===== src/rtl/gates_pkg.sv =====
// +----------------------------------------------------------------------+
// | gates_pkg: shared constants and types for reg_gates / gates_core.    |
// | Optional macro: GATES_EXT_EN (adds XOR/NAND/NOR/XNOR result fields). |
// | Revision: 1.0                                                        |
// +----------------------------------------------------------------------+
`default_nettype none

package gates_pkg;

  localparam int GATES_DEFAULT_WIDTH = 1;
  localparam int GATES_MAX_WIDTH     = 64;

  // Results clear to zero; outputNot included, so it does not reset to ~0.
  localparam logic [GATES_MAX_WIDTH-1:0] GATES_RESULT_RST = '0;

`ifdef GATES_EXT_EN
  typedef struct packed {
    logic [GATES_MAX_WIDTH-1:0] res_or;
    logic [GATES_MAX_WIDTH-1:0] res_and;
    logic [GATES_MAX_WIDTH-1:0] res_not;
    logic [GATES_MAX_WIDTH-1:0] res_xor;
    logic [GATES_MAX_WIDTH-1:0] res_nand;
    logic [GATES_MAX_WIDTH-1:0] res_nor;
    logic [GATES_MAX_WIDTH-1:0] res_xnor;
  } gates_result_t;
`endif

endpackage

`default_nettype wire


===== src/rtl/gates_core.sv =====
// +----------------------------------------------------------------------+
// | gates_core: combinational bit-wise gate functions of two operands.   |
// | Optional macro: GATES_EXT_EN (XOR/NAND/NOR/XNOR outputs).            |
// | Revision: 1.0                                                        |
// +----------------------------------------------------------------------+
`default_nettype none

module gates_core
  import gates_pkg::*;
#(
  parameter int WIDTH = GATES_DEFAULT_WIDTH
) (
  input  logic [WIDTH-1:0] a_i,
  input  logic [WIDTH-1:0] b_i,
`ifdef GATES_EXT_EN
  output logic [WIDTH-1:0] xor_o,
  output logic [WIDTH-1:0] nand_o,
  output logic [WIDTH-1:0] nor_o,
  output logic [WIDTH-1:0] xnor_o,
`endif
  output logic [WIDTH-1:0] or_o,
  output logic [WIDTH-1:0] and_o,
  output logic [WIDTH-1:0] not_o
);

  assign or_o  = a_i | b_i;
  assign and_o = a_i & b_i;
  assign not_o = ~a_i;

`ifdef GATES_EXT_EN
  assign xor_o  = a_i ^ b_i;
  assign nand_o = ~(a_i & b_i);
  assign nor_o  = ~(a_i | b_i);
  assign xnor_o = ~(a_i ^ b_i);
`endif

endmodule

`default_nettype wire


===== src/rtl/reg_gates.sv =====
// +----------------------------------------------------------------------+
// | reg_gates: registered (or bypassed) bit-wise OR/AND/NOT gate block.  |
// | Optional macro: GATES_EXT_EN (adds XOR/NAND/NOR/XNOR outputs).       |
// | Revision: 1.0                                                        |
// +----------------------------------------------------------------------+
`default_nettype none

module reg_gates
  import gates_pkg::*;
#(
  parameter int WIDTH      = GATES_DEFAULT_WIDTH,
  parameter bit REGISTERED = 1'b1
) (
  input  logic             clk,
  input  logic             rst,
  input  logic [WIDTH-1:0] inA,
  input  logic [WIDTH-1:0] inB,
  input  logic             inValid,
  output logic [WIDTH-1:0] outputOr,
  output logic [WIDTH-1:0] outputAnd,
  output logic [WIDTH-1:0] outputNot,
`ifdef GATES_EXT_EN
  output logic [WIDTH-1:0] outputXor,
  output logic [WIDTH-1:0] outputNand,
  output logic [WIDTH-1:0] outputNor,
  output logic [WIDTH-1:0] outputXnor,
`endif
  output logic             outValid
);

  localparam logic [WIDTH-1:0] RST_VAL = GATES_RESULT_RST[WIDTH-1:0];

  logic [WIDTH-1:0] or_w, and_w, not_w;
`ifdef GATES_EXT_EN
  logic [WIDTH-1:0] xor_w, nand_w, nor_w, xnor_w;
`endif

  gates_core #(.WIDTH(WIDTH)) u_core (
    .a_i   (inA),
    .b_i   (inB),
`ifdef GATES_EXT_EN
    .xor_o (xor_w),
    .nand_o(nand_w),
    .nor_o (nor_w),
    .xnor_o(xnor_w),
`endif
    .or_o  (or_w),
    .and_o (and_w),
    .not_o (not_w)
  );

  generate
    if (REGISTERED) begin : g_registered
      logic [WIDTH-1:0] or_d, and_d, not_d;
      logic [WIDTH-1:0] or_q, and_q, not_q;
      logic             valid_q;
`ifdef GATES_EXT_EN
      logic [WIDTH-1:0] xor_d, nand_d, nor_d, xnor_d;
      logic [WIDTH-1:0] xor_q, nand_q, nor_q, xnor_q;
`endif

      // Result registers only load on a valid cycle; otherwise they hold.
      always_comb begin
        or_d  = inValid ? or_w  : or_q;
        and_d = inValid ? and_w : and_q;
        not_d = inValid ? not_w : not_q;
`ifdef GATES_EXT_EN
        xor_d  = inValid ? xor_w  : xor_q;
        nand_d = inValid ? nand_w : nand_q;
        nor_d  = inValid ? nor_w  : nor_q;
        xnor_d = inValid ? xnor_w : xnor_q;
`endif
      end

      always_ff @(posedge clk or posedge rst) begin
        if (rst) begin
          or_q    <= RST_VAL;
          and_q   <= RST_VAL;
          not_q   <= RST_VAL;
          valid_q <= 1'b0;
`ifdef GATES_EXT_EN
          xor_q   <= RST_VAL;
          nand_q  <= RST_VAL;
          nor_q   <= RST_VAL;
          xnor_q  <= RST_VAL;
`endif
        end else begin
          or_q    <= or_d;
          and_q   <= and_d;
          not_q   <= not_d;
          valid_q <= inValid;
`ifdef GATES_EXT_EN
          xor_q   <= xor_d;
          nand_q  <= nand_d;
          nor_q   <= nor_d;
          xnor_q  <= xnor_d;
`endif
        end
      end

      assign outputOr  = or_q;
      assign outputAnd = and_q;
      assign outputNot = not_q;
      assign outValid  = valid_q;
`ifdef GATES_EXT_EN
      assign outputXor  = xor_q;
      assign outputNand = nand_q;
      assign outputNor  = nor_q;
      assign outputXnor = xnor_q;
`endif
    end else begin : g_bypass
      assign outputOr  = or_w;
      assign outputAnd = and_w;
      assign outputNot = not_w;
      assign outValid  = inValid;
`ifdef GATES_EXT_EN
      assign outputXor  = xor_w;
      assign outputNand = nand_w;
      assign outputNor  = nor_w;
      assign outputXnor = xnor_w;
`endif
    end
  endgenerate

endmodule

`default_nettype wire


===== config.mk =====
export PLATFORM = sky130hd
export DESIGN_NAME = reg_gates
export DESIGN_NICKNAME = d
export VERILOG_FILES = /design/src/rtl/gates_pkg.sv /design/src/rtl/gates_core.sv /design/src/rtl/reg_gates.sv
export SDC_FILE = /design/constraint.sdc
export NUM_CORES = 1
export LEC_CHECK = 0
export CAP_MARGIN = 0
export CORE_AREA = 5 5 42 44
export DETAILED_ROUTE_END_ITERATION = 7
export DIE_AREA = 0 0 47 49
export SLEW_MARGIN = 20
export SYNTH_ARGS = -nofsm -noshare
export SYNTH_HDL_FRONTEND = slang
export SYNTH_SLANG_ARGS = --single-unit

===== constraint.sdc =====
create_clock -name clk -period 0.8 [get_ports clk]
set_input_delay 0.24 -clock clk [delete_from_list [all_inputs] [get_ports clk]]
set_output_delay 0.24 -clock clk [all_outputs]
set_load 0.03 [all_outputs]

==> results.py <==
metrics = {
    "routing": {
        "drt-pass1-iter-count": 1,
        "drc": 0,
        "vias_per_cell": 3.17,
        "num_vias": 133,
        "drtAntennaViolNets": 0,
        "drt_wl_total_um": 339,
        "wl_per_cell_um": 8.07,
        "drt_iter0_markers": 0,
    },
    "yosys": {
        "ys_seq_area_share_pct": 69.6,
        "synthCells": 13,
        "syn_area_per_cell_um2": 11.1,
        "synth_xor_area_share_pct": 0,
        "yosys.area_share.simple_pct": 8.70,
        "synth-compound-area-share_pct": 6.96,
        "netlist-cell-type-count": 7,
        "synth_top_family_by_area": "simple AND/OR/NAND/NOR gates",
        "synthMuxAreaShare_pct": 6.96,
        "yosys_warnings": 0,
        "synth_area_um2": 144,
        "synth-seq-cells": 4,
        "syn_nets": 18,
        "synthAdderAreaFrac_pct": 0,
    },
    "timing": {
        "max_freq_ghz": 1.00,
        "finalSetupViolations": 4,
        "worst_slack_ns": -0.196,
        "fin_tns_setup_ns": -0.743,
        "finalCritPeriodShare_pct": 124,
        "final.setup_skew_ns": 0,
        "rsz0062_at_grt": "true",
        "period_needed_ns": 0.996,
        "drv_slew": 0,
        "slew_headroom_pct": 86.3,
        "finalHoldViolCount": 0,
        "tightest_slew_ns": 0.205,
        "hold_slack_ns": 0.197,
    },
    "worst_setup_path": {
        "r2r_slack_ns": 0.04,
        "slowest_delay_ns": 0.38,
        "critPathRequiredTime_ns": 0.56,
        "r2r_cells": 3,
        "worstSetupEndpointType": "output port",
        "critPathMaxFanout": 2,
        "worstSetupPathDepth": 1,
        "worstSetupPathType": "reg -> out",
        "path_cells": "buf_6",
        "critPathBufInv": 1,
        "start_kind": "flip-flop",
        "crit_start": "outputOr",
        "worstReg2RegEnd": "outputOr",
        "cp_top_family": "flip-flops",
        "crit_arrival_ns": 0.76,
        "endpoint": "outputOr",
        "rr_startpoint": "outputOr",
        "cp_slowest_cell": "dfrtp_1",
    },
    "place": {
        "place_congestion": 0.654,
        "io_buffers": 8,
        "preCtsSetupSlack_ns": -0.313,
        "place_area_um2": 234,
    },
    "floorplan": {
        "coreArea_mm2": 0.00140,
        "num_rows": 14,
        "start_util_pct": 10.3,
        "die_w_um": 47,
        "io_pins": 9,
        "fp.dieH_um": 49,
        "dieArea_mm2": 0.00230,
    },
    "cts": {
        "path_clk_slew_ns": 0.04,
        "root_buffer": "clkbuf_4",
        "clk_latency_ns": 0.23,
        "hold_buffers": 0,
        "cts_buffers": 3,
        "cts_tree": "yes",
        "htreeDepth": 1,
        "cts_sinks": 4,
        "clockBufferDepth": 2,
    },
    "final_layout": {
        "antenna_cells": 0,
        "final_nets": 33,
        "drive_gt1_share_pct": 34.6,
        "finalInstanceArea_um2": 288,
        "syn2layout_area_growth_pct": 100,
        "layout.cells.most_common_list": "dfrtp_1 (4), buf_6 (4), inv_1 (3), clkbuf_4 (3)",
        "finish.utilization_pct": 20.5,
    },
    "global_routing": {
        "antenna_found_initial": 0,
        "grt_use_total_pct": 3.03,
        "grt_start_max_net_pins": 7,
        "grt_overflow": 0,
        "grt_first_pass_wirelength_um": 400,
        "grt_pass1_vias": 101,
    },
    "job": {
        "maxCapViolCount": 0,
    },
    "power_and_ir_drop": {
        "power_frac_clock_pct": 41.2,
        "powerDensity_mw_per_mm2": 2060,
        "p_sw_mw": 0.146,
        "p_leak_nw": 0.147,
        "pwr-share-seq_pct": 38.6,
        "pwr-share-comb_pct": 20.2,
        "p_int_mw": 0.448,
        "vdd_ir_drop_max_mv": 0.303,
        "swShare_pct": 24.6,
    },
    "worst_hold_path": {
        "hold_path.class": "in -> async",
    },
    "status": {
        "status": "finished with violations",
        "violations": "negative setup slack",
    },
}
-- what timing repair did --
action | in CTS | in global routing
buffers inserted | 0 | 2
setup endpoints to repair | 7 | 5
resized for setup | 5 | 1
gates cloned | 0 | 0
-- synth_stat cells (all sizes together) --
cell / count / area, um2
o21ai: 1 / 5.00
dfrtp: 4 / 100
inv: 3 / 11.3
mux2i: 1 / 10.0
nor2: 2 / 7.51
a21oi: 1 / 5.00
nand3: 1 / 5.00
-- state kept, by name (all words and copies together), names as in the netlist --
name       cells
outValid       1
outputAnd      1
outputOr       1
outputNot      1
-- power by group through the flow --
stage	Sequential, mW	Clock (mW)	Combinational, mW
2_1_floorplan	0.261	0	0.0161
3_3_place_gp	0.229	0	0.101
3_5_place_dp	0.229	0	0.103
4_1_cts	0.230	0.257	0.111
5_1_grt	0.231	0.275	0.127
6_report	0.229	0.245	0.120
-- layout make-up --
type	count	area [um2]
Tap cell	16	20.0
Sequential cell	4	100
Timing Repair Buffer	10	101
Clock buffer	3	22.5
Inverter	3	11.3
Multi-Input combinational cell	6	32.5
Fill cell	165	1110
-- through the flow --
step                power, mW  std cells
floorplan               0.277         13
global placement        0.330         37
detailed placement      0.333         37
CTS                     0.598         40
global route            0.633         42
finish                  0.594         42
-- metal layers --
layer | share of wire (%) | GRT usage (%)
met5 | 0 | 0
met1 | 33 | 3.08
met4 | 4.1 | 5.53
met2 | 40 | 2.49
met3 | 22 | 2.21
-- kinds of logic after synthesis --
kind of cell	count (synthesis)
muxes	1
buffers and inverters	3
AOI/OAI and AO/OA	2
and+or+nand+nor	3
DFF	4
-- worst min path at each step --
stage                     from         to
after CTS                  rst   outputOr
after detailed placement   rst   outValid
after floorplan            rst   outValid
final                      rst   outputOr
after global placement     rst   outValid
after global routing       rst  outputAnd
(Power assumes the default switching activity.)
==> edit 1: new RTL, same flow settings <==
Build with the macro `GATES_EXT_EN` defined.
--- a/src/rtl/gates_pkg.sv
+++ b/src/rtl/gates_pkg.sv
@@ -4,6 +4,8 @@
 // | Revision: 1.0                                                        |
 // +----------------------------------------------------------------------+
 `default_nettype none
+
+`define GATES_EXT_EN
 
 package gates_pkg;
 
Function (old outputs only; new: outputNand, outputNor, outputXnor and outputXor): kept (Yosys induction, for registers that start in step).
==> edit 1 against the unedited design <==
Combinational power grew to 2.9 times the old value; setup slack lost 40 ps; cell area grew 120%; sequential cell count grew 4; largest power group is now sequential cells; power grew 91%; clock skew is the same; wire length grew 110%; non-clock buffer count grew 12; the run still ends with negative setup slack left; final cell count grew 62%; global-route usage grew 5.2 points; synthesized area grew 140%; core utilization grew 24 points; first-iteration DRC count grew 1; critical path type unchanged.
==> edit 1: results (changes against the unedited design) <==
Placed Instance Area - 530.5 µm² (+130%)
Flop pwr share - 0.418 (+0.032)
Post-DR vias/cell - 4.044 (+28%)
Largest cells by area after synthesis - dfrtp_1 57%, ha_1 14%, mux2_4 8.6%
Clock latency on the worst-skew pair - 250 ps (+20 ps)
Setup Buffers After CTS - 3 (+3)
Gpl congestion - 0.6482 (-0.87%)
Peak supply drop - 0.0009168 V (+200%)
Largest net degree at the start of global routing - 9 (+2)
Nets@finish - 62 (+88%)
Setup violations, final - 10 (+6)
Max incr delay on CP - 410 ps (+30 ps)
Status - complete, but fails checks
Critical-path top delay cell - dfrtp_2
Global routing usage on met3 - 0.05535 (+0.03321)
Wire length on met1 - 283 µm (+150%)
Lkg Pwr - 0.3053 nW (+110%)
M2 GR Usage - 0.1312 (+0.1063)
Final setup margin - -235.7 ps (-39.91 ps)
Reg-to-Reg Start - outputXor$_DFFE_PP0P_
Met3 wire length - 28 µm (-62%)
First-pass GRT wire length - 1297 µm (+220%)
Post-CTS Resized - 19 (+14)
Layout fillers - 137 (-17%)
Comb power - 0.346 mW (+190%)
IO buf count - 12 (+4)
Detailed Routing Iterations Pass 1 - 4 (+3)
Yosys cell types - 8 (+1)
Switching part of the total - 0.2766 (+0.03033)
Hold slack final - 279.3 ps (+82.66 ps)
Violated checks - negative setup slack
Crit path to - outputAnd
Share of layout cells above drive strength 1 - 0.6923 (+0.3462)
Top routing layer in use - met3
GRT Util Overall - 0.08191 (+0.05161)
Seq/Total Area, Yosys - 0.5735 (-0.1222)
[edit 1: cell types whose count changed in the layout (fill, tap and decap cells not counted), sizes merged, moves of 2 or more]
| cell | change |
|---|---|
| dfrtp | +4 |
| clkbuf | +2 |
| ha | +4 |
| buf | +14 |
| mux2 | +3 |
| a21oi | +3 |
| nor2 | +2 |
[edit 1: through the flow]
stage	worst slack, ps	cells	total power, mW	setup TNS, ps
2_1_floorplan	-53.95	27	0.6237	-161.8
3_3_place_gp	-624.0	59	0.7475	-4111
3_5_place_dp	-634.3	59	0.7516	-4153
4_1_cts	-256.6	66	1.142	-2067
5_1_grt	-279.1	68	1.226	-2340
6_report	-235.7	68	1.137	-1926
[edit 1: cell type report]
type                    count  area (µm²)  area share
inverters                   3       13.76     0.02183
multi-input cells          15       156.4      0.2480
clock buffers               4       26.28     0.04167
flip-flops and latches      8       203.9      0.3234
well taps                  16       20.02     0.03175
repair buffers             22       210.2      0.3333
==> edit 2: new RTL, same settings <==
Without the edit above. Add an input register stage for `inA` and `inB`, without a reset; this delays them by one clock. The other inputs are not delayed to match.
--- a/src/rtl/reg_gates.sv
+++ b/src/rtl/reg_gates.sv
@@ -30,14 +30,22 @@
 
   localparam logic [WIDTH-1:0] RST_VAL = GATES_RESULT_RST[WIDTH-1:0];
 
+  logic [WIDTH-1:0] inA_q;
+  logic [WIDTH-1:0] inB_q;
+
+  always_ff @(posedge clk) begin
+    inA_q <= inA;
+    inB_q <= inB;
+  end
+
   logic [WIDTH-1:0] or_w, and_w, not_w;
 `ifdef GATES_EXT_EN
   logic [WIDTH-1:0] xor_w, nand_w, nor_w, xnor_w;
 `endif
 
   gates_core #(.WIDTH(WIDTH)) u_core (
-    .a_i   (inA),
-    .b_i   (inB),
+    .a_i   (inA_q),
+    .b_i   (inB_q),
 `ifdef GATES_EXT_EN
     .xor_o (xor_w),
     .nand_o(nand_w),
Behaviour: not the same (Yosys sat finds a counterexample within 4 cycles, from zero or initial values and one cycle with rst high).
==> edit 2 against the unedited design <==
The run still ends with negative setup slack left; synthesized area is 28% higher; first-iteration DRC count stayed put; sequential power is 47% higher; count of clock-buffer cells in the layout stayed put; critical path depth stayed put; power is 25% higher; setup slack worse by 6.5 ps; wire length is 9.4% higher; sequential cell count is 2 higher; cell area is 21% higher; highest routed layer is now met3.
==> edit 2: results (changes against the unedited design) <==
Nets@finish - 36 (+9.1%)
Post-synthesis net count - 20 (+2)
Wire length per cell - 8.244 µm (+2.1%)
Final setup margin - -202.3 ps (-6.498 ps)
Share of layout cells above drive strength 1 - 0.4483 (+0.1021)
Largest cells by area after synthesis - dfrtp_1 54%, dfxtp_1 22%, inv_1 6.1%
Setup WS pre-CTS - -292.9 ps (+19.76 ps)
Reg2reg setup slack - -30 ps (-70 ps)
Relative slew slack - 0.8089 (-0.05456)
Non-clock buffers, area share - 0.3165 (-0.03563)
Violated checks - negative setup slack
Worst reg2reg path depth - 4 (+1)
Seq/Total Area, Yosys - 0.7619 (+0.06625)
Placed Instance Area - 274.0 µm² (+17%)
Lkg Pwr - 0.1600 nW (+8.8%)
FFs w/ async S/R, synth - 0.6667 (-0.3333)
Hold slack final - 187.8 ps (-8.795 ps)
Mux share of post-synthesis cell area - 0.05442 (-0.01514)
Synthesized area per cell - 12.26 µm² (+11%)
Layout clock area frac - 0.06475 (-0.01351)
Clk_skew - 0.4994 ps (+0.4994 ps)
Reg2Reg Capture Point - outputNot$_DFFE_PP0P_
Via count - 148 (+11%)
Status - complete, but fails checks
Multi-input combinational area share - 0.1259 (+0.01286)
Fraction of area in registers - 0.4029 (+0.05505)
Seq Cell Count - 6 (+2)
Plain + repair buffers - 11 (+1)
Setup violations, final - 5 (+1)
-- edit 2: cell types whose count changed after synthesis, sizes merged --
cell   before  now
dfxtp       0    2
-- edit 2: metal layers --
metal  part of all wire  vias to the layer above
li1                   -                       77
met1               0.41                       62
met5                  0                        -
met3               0.16                        0
met2               0.43                        9
met4                  0                        0
-- edit 2: worst max-delay path by stage --
stage / startpoint / endpoint / slack (ps) / cells after the start
4_1_cts: outputNot$_DFFE_PP0P_ / outputNot / -210 / 1
3_3_place_gp: inValid / outputNot$_DFFE_PP0P_ / -290 / 2
5_1_grt: outputNot$_DFFE_PP0P_ / outputNot / -230 / 1
6_report: outputNot$_DFFE_PP0P_ / outputNot / -200 / 1
3_5_place_dp: inValid / outputNot$_DFFE_PP0P_ / -290 / 2
2_1_floorplan: outputAnd$_DFFE_PP0P_ / outputAnd$_DFFE_PP0P_ / 40 / 2
-- edit 2: report_power, final --
part,switching [mW],internal [mW]
Combinational,0.0652,0.0751
Sequential,0.0129,0.324
Clock,0.0957,0.169
